===== config.mk =====
export PLATFORM = sky130hd
export DESIGN_NAME = game_fsm
export DESIGN_NICKNAME = d
export VERILOG_FILES = /design/src/rtl/vga_pkg.sv /design/src/rtl/tick_timer.sv /design/src/rtl/game_fsm.sv
export SDC_FILE = /design/constraint.sdc
export NUM_CORES = 1
export LEC_CHECK = 0
export BUFFER_PORTS_ARGS = -buffer_cell sky130_fd_sc_hd__buf_2
export CORE_ASPECT_RATIO = 1.75
export CORE_MARGIN = 2
export CORE_UTILIZATION = 58
export CTS_BUF_LIST = sky130_fd_sc_hd__clkbuf_8
export DETAILED_ROUTE_END_ITERATION = 6
export PLACE_DENSITY = 0.82
export SLEW_MARGIN = 0
export SYNTH_ARGS = -nofsm -noshare
export SYNTH_HDL_FRONTEND = slang
export SYNTH_SLANG_ARGS = --single-unit

===== constraint.sdc =====
create_clock -name clk -period 2.56 [get_ports clk]
set_input_delay 0 -clock clk [delete_from_list [all_inputs] [get_ports clk]]
set_output_delay 0 -clock clk [all_outputs]
set_load 0.005 [all_outputs]

===== src/rtl/vga_pkg.sv =====
// Shared types for the pong video/game path.
//   game_state_t : encoding of the game-flow controller state (3 bits)
//   WINNER_*     : encodings of the winner output
//   has_won      : win test shared by both players' scoring paths
package vga_pkg;

  typedef enum logic [2:0] {
    MENU      = 3'd0,
    SERVE     = 3'd1,
    PLAY      = 3'd2,
    POINT     = 3'd3,
    PAUSE     = 3'd4,
    GAME_OVER = 3'd5
  } game_state_t;

  localparam logic [1:0] WINNER_NONE = 2'b00;
  localparam logic [1:0] WINNER_P1   = 2'b01;
  localparam logic [1:0] WINNER_P2   = 2'b10;

  // A saturated score ends the game even without a two-point lead,
  // otherwise a win-by-two match could stall forever at the ceiling.
  function automatic logic has_won(input int unsigned mine,
                                   input int unsigned other,
                                   input int unsigned winScore,
                                   input int unsigned maxScore,
                                   input logic        byTwo);
    if (mine >= maxScore) return 1'b1;
    if (mine < winScore)  return 1'b0;
    return !byTwo || (mine >= other + 32'd2);
  endfunction

endpackage


===== src/rtl/tick_timer.sv =====
// Loadable down-counter advanced by the frame-rate strobe.
//   clk, rst_n  : clock, asynchronous active-low reset
//   tick_i      : one-cycle frame strobe, decrements the count
//   load_i      : load load_val_i (has priority over tick_i)
//   load_val_i  : value to load
//   freeze_i    : hold the count and suppress expiry
//   expired_o   : a tick arrived while the count was 1
module tick_timer #(
  parameter int W = 7
) (
  input  logic         clk,
  input  logic         rst_n,
  input  logic         tick_i,
  input  logic         load_i,
  input  logic [W-1:0] load_val_i,
  input  logic         freeze_i,
  output logic         expired_o
);

  logic [W-1:0] count_d;
  logic [W-1:0] count_q;

  // Next count: a load wins over a tick, so a tick in the loading cycle
  // is never counted against the new interval.
  always_comb begin
    count_d = count_q;
    if (load_i) begin
      count_d = load_val_i;
    end else if (tick_i && !freeze_i && (count_q != '0)) begin
      count_d = count_q - W'(1);
    end
  end

  // Count register.
  always_ff @(posedge clk or negedge rst_n) begin
    if (!rst_n) begin
      count_q <= '0;
    end else begin
      count_q <= count_d;
    end
  end

  assign expired_o = tick_i && !freeze_i && (count_q == W'(1));

endmodule


===== src/rtl/game_fsm.sv =====
// Game-flow controller for pong: menu, serve countdown, rally, point pause,
// optional user pause and game over. Owns both scores, the serving side and
// the winner, and gates ball motion.
//   clk, rst_n           : clock, asynchronous active-low reset
//   timing_tick          : one-cycle frame strobe for the SERVE/POINT timer
//   start/restart/pause  : level buttons, rising edges act
//   point_p1/point_p2    : one-cycle scoring pulses
//   state                : current game_state_t
//   player1/2_score      : scores, saturating at 2**SCORE_W-1
//   serve_side           : 0 = serve toward player 2, 1 = toward player 1
//   ball_en              : high only in PLAY
//   winner               : WINNER_NONE / WINNER_P1 / WINNER_P2
// Optional feature macro: GAME_PAUSE_EN adds the PAUSE state.
module game_fsm
  import vga_pkg::*;
#(
  parameter int WIN_SCORE   = 5,
  parameter int SCORE_W     = 4,
  parameter int SERVE_TICKS = 60,
  parameter int POINT_TICKS = 90,
  parameter int WIN_BY_TWO  = 0
) (
  input  logic               clk,
  input  logic               rst_n,
  input  logic               timing_tick,
  input  logic               start,
  input  logic               restart,
  input  logic               pause,
  input  logic               point_p1,
  input  logic               point_p2,
  output game_state_t        state,
  output logic [SCORE_W-1:0] player1_score,
  output logic [SCORE_W-1:0] player2_score,
  output logic               serve_side,
  output logic               ball_en,
  output logic [1:0]         winner
);

  localparam int MAX_TICKS = (SERVE_TICKS > POINT_TICKS) ? SERVE_TICKS : POINT_TICKS;
  localparam int TIMER_W   = $clog2(MAX_TICKS + 1);
  localparam logic [TIMER_W-1:0] SERVE_LOAD = TIMER_W'(SERVE_TICKS);
  localparam logic [TIMER_W-1:0] POINT_LOAD = TIMER_W'(POINT_TICKS);
  localparam logic [SCORE_W-1:0] SCORE_MAX  = '1;

  game_state_t        state_d, state_q;
  logic [SCORE_W-1:0] p1_d, p1_q, p2_d, p2_q;
  logic               serveSide_d, serveSide_q;
  logic [1:0]         winner_d, winner_q;
  logic               ballEn_q;

  logic startPrev_q, startEdge_q;
  logic restartPrev_q, restartEdge_q;
  logic pauseGo;

  logic               timerLoad;
  logic [TIMER_W-1:0] timerLoadVal;
  logic               timerFreeze;
  logic               timerExpired;

  logic [SCORE_W-1:0] p1Inc, p2Inc;
  logic               p1Wins, p2Wins;

  // Button edge detectors. The previous-level registers reset to 1 so a
  // button held through reset is seen as already pressed and gives no edge.
  always_ff @(posedge clk or negedge rst_n) begin
    if (!rst_n) begin
      startPrev_q   <= 1'b1;
      startEdge_q   <= 1'b0;
      restartPrev_q <= 1'b1;
      restartEdge_q <= 1'b0;
    end else begin
      startPrev_q   <= start;
      startEdge_q   <= start & ~startPrev_q;
      restartPrev_q <= restart;
      restartEdge_q <= restart & ~restartPrev_q;
    end
  end

`ifdef GAME_PAUSE_EN
  logic        pausePrev_q, pauseEdge_q;
  game_state_t saved_q;

  // Pause button edge detector, same scheme as start/restart.
  always_ff @(posedge clk or negedge rst_n) begin
    if (!rst_n) begin
      pausePrev_q <= 1'b1;
      pauseEdge_q <= 1'b0;
    end else begin
      pausePrev_q <= pause;
      pauseEdge_q <= pause & ~pausePrev_q;
    end
  end

  assign pauseGo = pauseEdge_q &&
                   ((state_q == SERVE) || (state_q == PLAY) || (state_q == POINT));

  // Remember which state was interrupted so PAUSE can return to it.
  always_ff @(posedge clk or negedge rst_n) begin
    if (!rst_n) begin
      saved_q <= MENU;
    end else if ((state_d == PAUSE) && (state_q != PAUSE)) begin
      saved_q <= state_q;
    end
  end
`else
  logic unused_pause;
  assign unused_pause = pause;
  assign pauseGo      = 1'b0;
`endif

  // The timer only runs in SERVE and POINT, and stops in the cycle a pause
  // is taken so the remaining count survives the pause untouched.
  assign timerFreeze = !((state_q == SERVE) || (state_q == POINT)) || pauseGo;

  tick_timer #(
    .W (TIMER_W)
  ) u_timer (
    .clk        (clk),
    .rst_n      (rst_n),
    .tick_i     (timing_tick),
    .load_i     (timerLoad),
    .load_val_i (timerLoadVal),
    .freeze_i   (timerFreeze),
    .expired_o  (timerExpired)
  );

  assign p1Inc  = (p1_q == SCORE_MAX) ? p1_q : p1_q + SCORE_W'(1);
  assign p2Inc  = (p2_q == SCORE_MAX) ? p2_q : p2_q + SCORE_W'(1);
  assign p1Wins = has_won(32'(p1Inc), 32'(p2_q), 32'(WIN_SCORE), 32'(SCORE_MAX),
                          WIN_BY_TWO != 0);
  assign p2Wins = has_won(32'(p2Inc), 32'(p1_q), 32'(WIN_SCORE), 32'(SCORE_MAX),
                          WIN_BY_TWO != 0);

  // Next-state, score and winner logic. In PLAY a scoring pulse takes
  // priority over a pause edge in the same cycle so no point is lost.
  always_comb begin
    state_d      = state_q;
    p1_d         = p1_q;
    p2_d         = p2_q;
    serveSide_d  = serveSide_q;
    winner_d     = winner_q;
    timerLoad    = 1'b0;
    timerLoadVal = SERVE_LOAD;

    case (state_q)
      MENU: begin
        if (startEdge_q) begin
          p1_d      = '0;
          p2_d      = '0;
          winner_d  = WINNER_NONE;
          timerLoad = 1'b1;
          state_d   = SERVE;
        end
      end

      SERVE: begin
        if (pauseGo) begin
          state_d = PAUSE;
        end else if (timerExpired) begin
          state_d = PLAY;
        end
      end

      PLAY: begin
        if (point_p1 && point_p2) begin
          timerLoad    = 1'b1;
          timerLoadVal = POINT_LOAD;
          state_d      = POINT;
        end else if (point_p1) begin
          p1_d        = p1Inc;
          serveSide_d = 1'b0;
          if (p1Wins) begin
            winner_d = WINNER_P1;
            state_d  = GAME_OVER;
          end else begin
            timerLoad    = 1'b1;
            timerLoadVal = POINT_LOAD;
            state_d      = POINT;
          end
        end else if (point_p2) begin
          p2_d        = p2Inc;
          serveSide_d = 1'b1;
          if (p2Wins) begin
            winner_d = WINNER_P2;
            state_d  = GAME_OVER;
          end else begin
            timerLoad    = 1'b1;
            timerLoadVal = POINT_LOAD;
            state_d      = POINT;
          end
        end else if (pauseGo) begin
          state_d = PAUSE;
        end
      end

      POINT: begin
        if (pauseGo) begin
          state_d = PAUSE;
        end else if (timerExpired) begin
          timerLoad = 1'b1;
          state_d   = SERVE;
        end
      end

`ifdef GAME_PAUSE_EN
      PAUSE: begin
        if (pauseEdge_q || startEdge_q) begin
          state_d = saved_q;
        end
      end
`endif

      GAME_OVER: begin
        if (restartEdge_q) begin
          winner_d = WINNER_NONE;
          state_d  = MENU;
        end
      end

      default: begin
        state_d = MENU;
      end
    endcase
  end

  // Registered outputs; ball_en is derived from the next state so it
  // changes in the same cycle as state.
  always_ff @(posedge clk or negedge rst_n) begin
    if (!rst_n) begin
      state_q     <= MENU;
      p1_q        <= '0;
      p2_q        <= '0;
      serveSide_q <= 1'b0;
      winner_q    <= WINNER_NONE;
      ballEn_q    <= 1'b0;
    end else begin
      state_q     <= state_d;
      p1_q        <= p1_d;
      p2_q        <= p2_d;
      serveSide_q <= serveSide_d;
      winner_q    <= winner_d;
      ballEn_q    <= (state_d == PLAY);
    end
  end

  assign state         = state_q;
  assign player1_score = p1_q;
  assign player2_score = p2_q;
  assign serve_side    = serveSide_q;
  assign ball_en       = ballEn_q;
  assign winner        = winner_q;

endmodule

==> metrics.yaml <==
outcome: "finished, final reports clean"
synth.largest_area_cell: "dfrtp_1"
synth_edf_count: 0
grt_pass1_wl_um: 5920
min_from: "point_p1"
slew_headroom_pct: 63.04
die_y_um: 72.45
diodes: 0
post-route-min-period_ns: 2.059
seq_area_sq_um: 653.1
worstPathRequired_ns: 2.70
nFillCells: 219
clk_latency_ns: 0.27
critPathLaunchType: "flop"
maxUsedRoutingLayer: "met4"
critPathMaxStageDelay_ns: 0.44
crit_chain: "ha_1 -> and2_1 -> a221o_1 -> a21oi_1 -> o21a_1 -> o211ai_1"
viasPerCell: 6.299
arrival_ns: 2.19
grt_max_degree: 27
wl_met2_um: 1913
max_freq_mhz: 485.7
skew_ns: 0.003552
drc: 0
setup_slack_ns: 0.5011
finalWirelength_um: 3387
rsz0062_at_grt: "false"
final_nets: 203
worstSetupStartpoint: "player2_score[0]"
clock-sinks: 26
wl_met3_um: 117
port_buffers: 21
synth_top_area_share_pct: 38.68
first_pass_iters: 4
critPathKind: "flop to flop"
htreeDepth: 1
ir_worst_vdd_v: 0.0004153
postSynthCellCount: 163
place_area_sq_um: 1680
finalInstanceArea_sq_um: 1765
via_count: 1348
fp.dieW_um: 43.11
clk_path_buf_depth: 2
cap_violations: 0
syn_nets: 177
start_util_pct: 61.56
numCtsBuffers: 3
drv_slew: 0
crit_fanout: 6
gp_congestion: 0.8823
tightest_slew_ns: 0.5545
wl_per_cell_um: 15.83
p_leak_nw: 0.7991
synth-seq-cells: 26
yosys_warnings: 0
dp_slack_ns: 0.5392
io_pins: 23
root_buffer: "clkbuf_8"
area_delta_synth_final_pct: 13.70
drtAntennaViolNets: 0
postCtsSetupRepairBufs: 0
grt_pass1_vias: 1317
overflow: 0
cp.buffers_inverters: 0
r2r_slack_ns: 0.50
drt-initial-drc-count: 34
multiInputGateArea_sq_um: 852.1
ys.flop_type: "dfrtp_1"
hp-class: "primary input to flop"
syn_area_sq_um: 1553
cpMaxStageDelayCell: "dfrtp_1"
synth.area.top_cells: "dfrtp_1, ha_1, nand2_1"
crit_path_end_kind: "flop"
drt-met1-wl_um: 1304
worstReg2RegStart: "player2_score[0]"
cts_tree: "done"
row_count: 24
post-route-period-util_pct: 80.43
ys_seq_area_share_pct: 42.06
die_area_sq_um: 3123
hpwlAfterDp_um: 2523
async_flop_share_pct: 100.0
setup_tns_ns: 0
hold_viol_final: 0
critPathTopFamily: "compound AO/OA/AOI/OAI gates"
synth_area_per_cell_sq_um: 9.526
drive_gt1_share_pct: 18.09
setup_viol: 0
core_sq_um: 2522
powerDensity_nw_per_um2: 663.3
synth_cell_type_count: 48
grt_use_total_pct: 24.54
clk_pin_slew_ns: 0.08
antenna_found_initial: 0
layout make-up:
class / count / share of cell area (%)
Clock buffer: 4 / 3.118
Inverter: 8 / 1.701
Multi-Input combinational cell: 125 / 48.26
Sequential cell: 26 / 37.00
Tap cell: 26 / 1.843
Timing Repair Buffer: 25 / 8.079
Yosys cell counts (all sizes together) (2+ instances only):
master  instances
nor3            2
nand3           4
nand4           2
a21oi           9
nand2          17
nand3b          6
buf             2
and3            3
dfrtp          24
o21ai           9
o211ai          4
dfstp           2
o21a            3
o22ai           2
and2            2
ha              6
mux2            2
nor2            6
a21o            2
xor2            5
o31ai           3
nor4            2
inv             8
nand2b          3
a31oi           6
clkbuf          2
a22o            2
nor2b           8
per-stage QoR:
step,util (%),hold slack [ns],std cells,power (mW)
2_1_floorplan,-,-0.2956,163,0.8031
3_3_place_gp,66.62,0.01126,207,0.8841
3_5_place_dp,66.62,0.03062,207,0.9145
4_1_cts,69.99,0.06943,214,1.182
5_1_grt,69.99,0.09755,214,1.251
6_report,69.99,0.06309,214,1.171
placed cells by master (no fill, tap or decap), types with 2 or more instances in the layout:
cell,n
a22o_1,2
nand4_1,2
and2_1,2
o21ai_0,3
nand2_1,17
dfstp_2,2
ha_1,6
dfrtp_1,24
nand3_1,4
inv_1,8
dlygate4sd3_1,3
clkbuf_8,4
a21o_1,2
nand2b_1,3
nand3b_1,6
and3_1,3
nor2b_1,8
a31oi_1,5
o31ai_1,3
xor2_1,5
o21ai_1,6
o21a_1,3
nor2_1,6
a21oi_1,9
buf_2,21
o22ai_1,2
o211ai_1,4
mux2_2,2
nor3_1,2
path summary, 6_finish.rpt:
| check | to | cells past startpoint |
|---|---|---|
| worst max-delay path | u_timer.count_q[3] | 6 |
| worst min register to register | serve_side | 2 |
| min in group asynchronous | ball_en | 2 |
| worst min-delay path | serve_side | 2 |
| worst max register to register | u_timer.count_q[3] | 6 |
| max in group asynchronous | restartPrev_q | 2 |
what timing repair did:
action,in CTS,in global routing
hold buffers,3,0
gates resized for setup,0,0
hold endpoints to repair,28,0
worst reg2reg max path, stage by stage, from the launching register on:
cell      delay, ns
dfrtp_1        0.44
ha_1           0.29
and2_1         0.20
a221o_1        0.34
a21oi_1        0.30
o21a_1         0.25
o211ai_1       0.11
cell families after synthesis:
logic type	synth area share [%]
simple gates	22.80
compound gates	21.76
flops	42.06
buf+inv	3.062
xor+xnor	3.384
fa+ha+maj	4.835
mux	2.095
power breakdown:
group	internal, mW	switching [mW]
registers	0.484	0.0889
clock network	0.138	0.125
logic	0.151	0.185
total	0.773	0.398
routing by layer:
layer	track usage, %	up-vias
met1	29.16	664
met3	2.239	5
li1	-	649
met4	7.744	0
met2	45.27	30
met5	0	-
state kept, by name (all words and copies together) (netlist names):
register,flops
u_timer.count_q,7
player2_score,4
serve_side,1
restartEdge_q,1
startPrev_q,1
restartPrev_q,1
winner,2
state,3
player1_score,4
ball_en,1
startEdge_q,1
(Power assumes the default switching activity.)
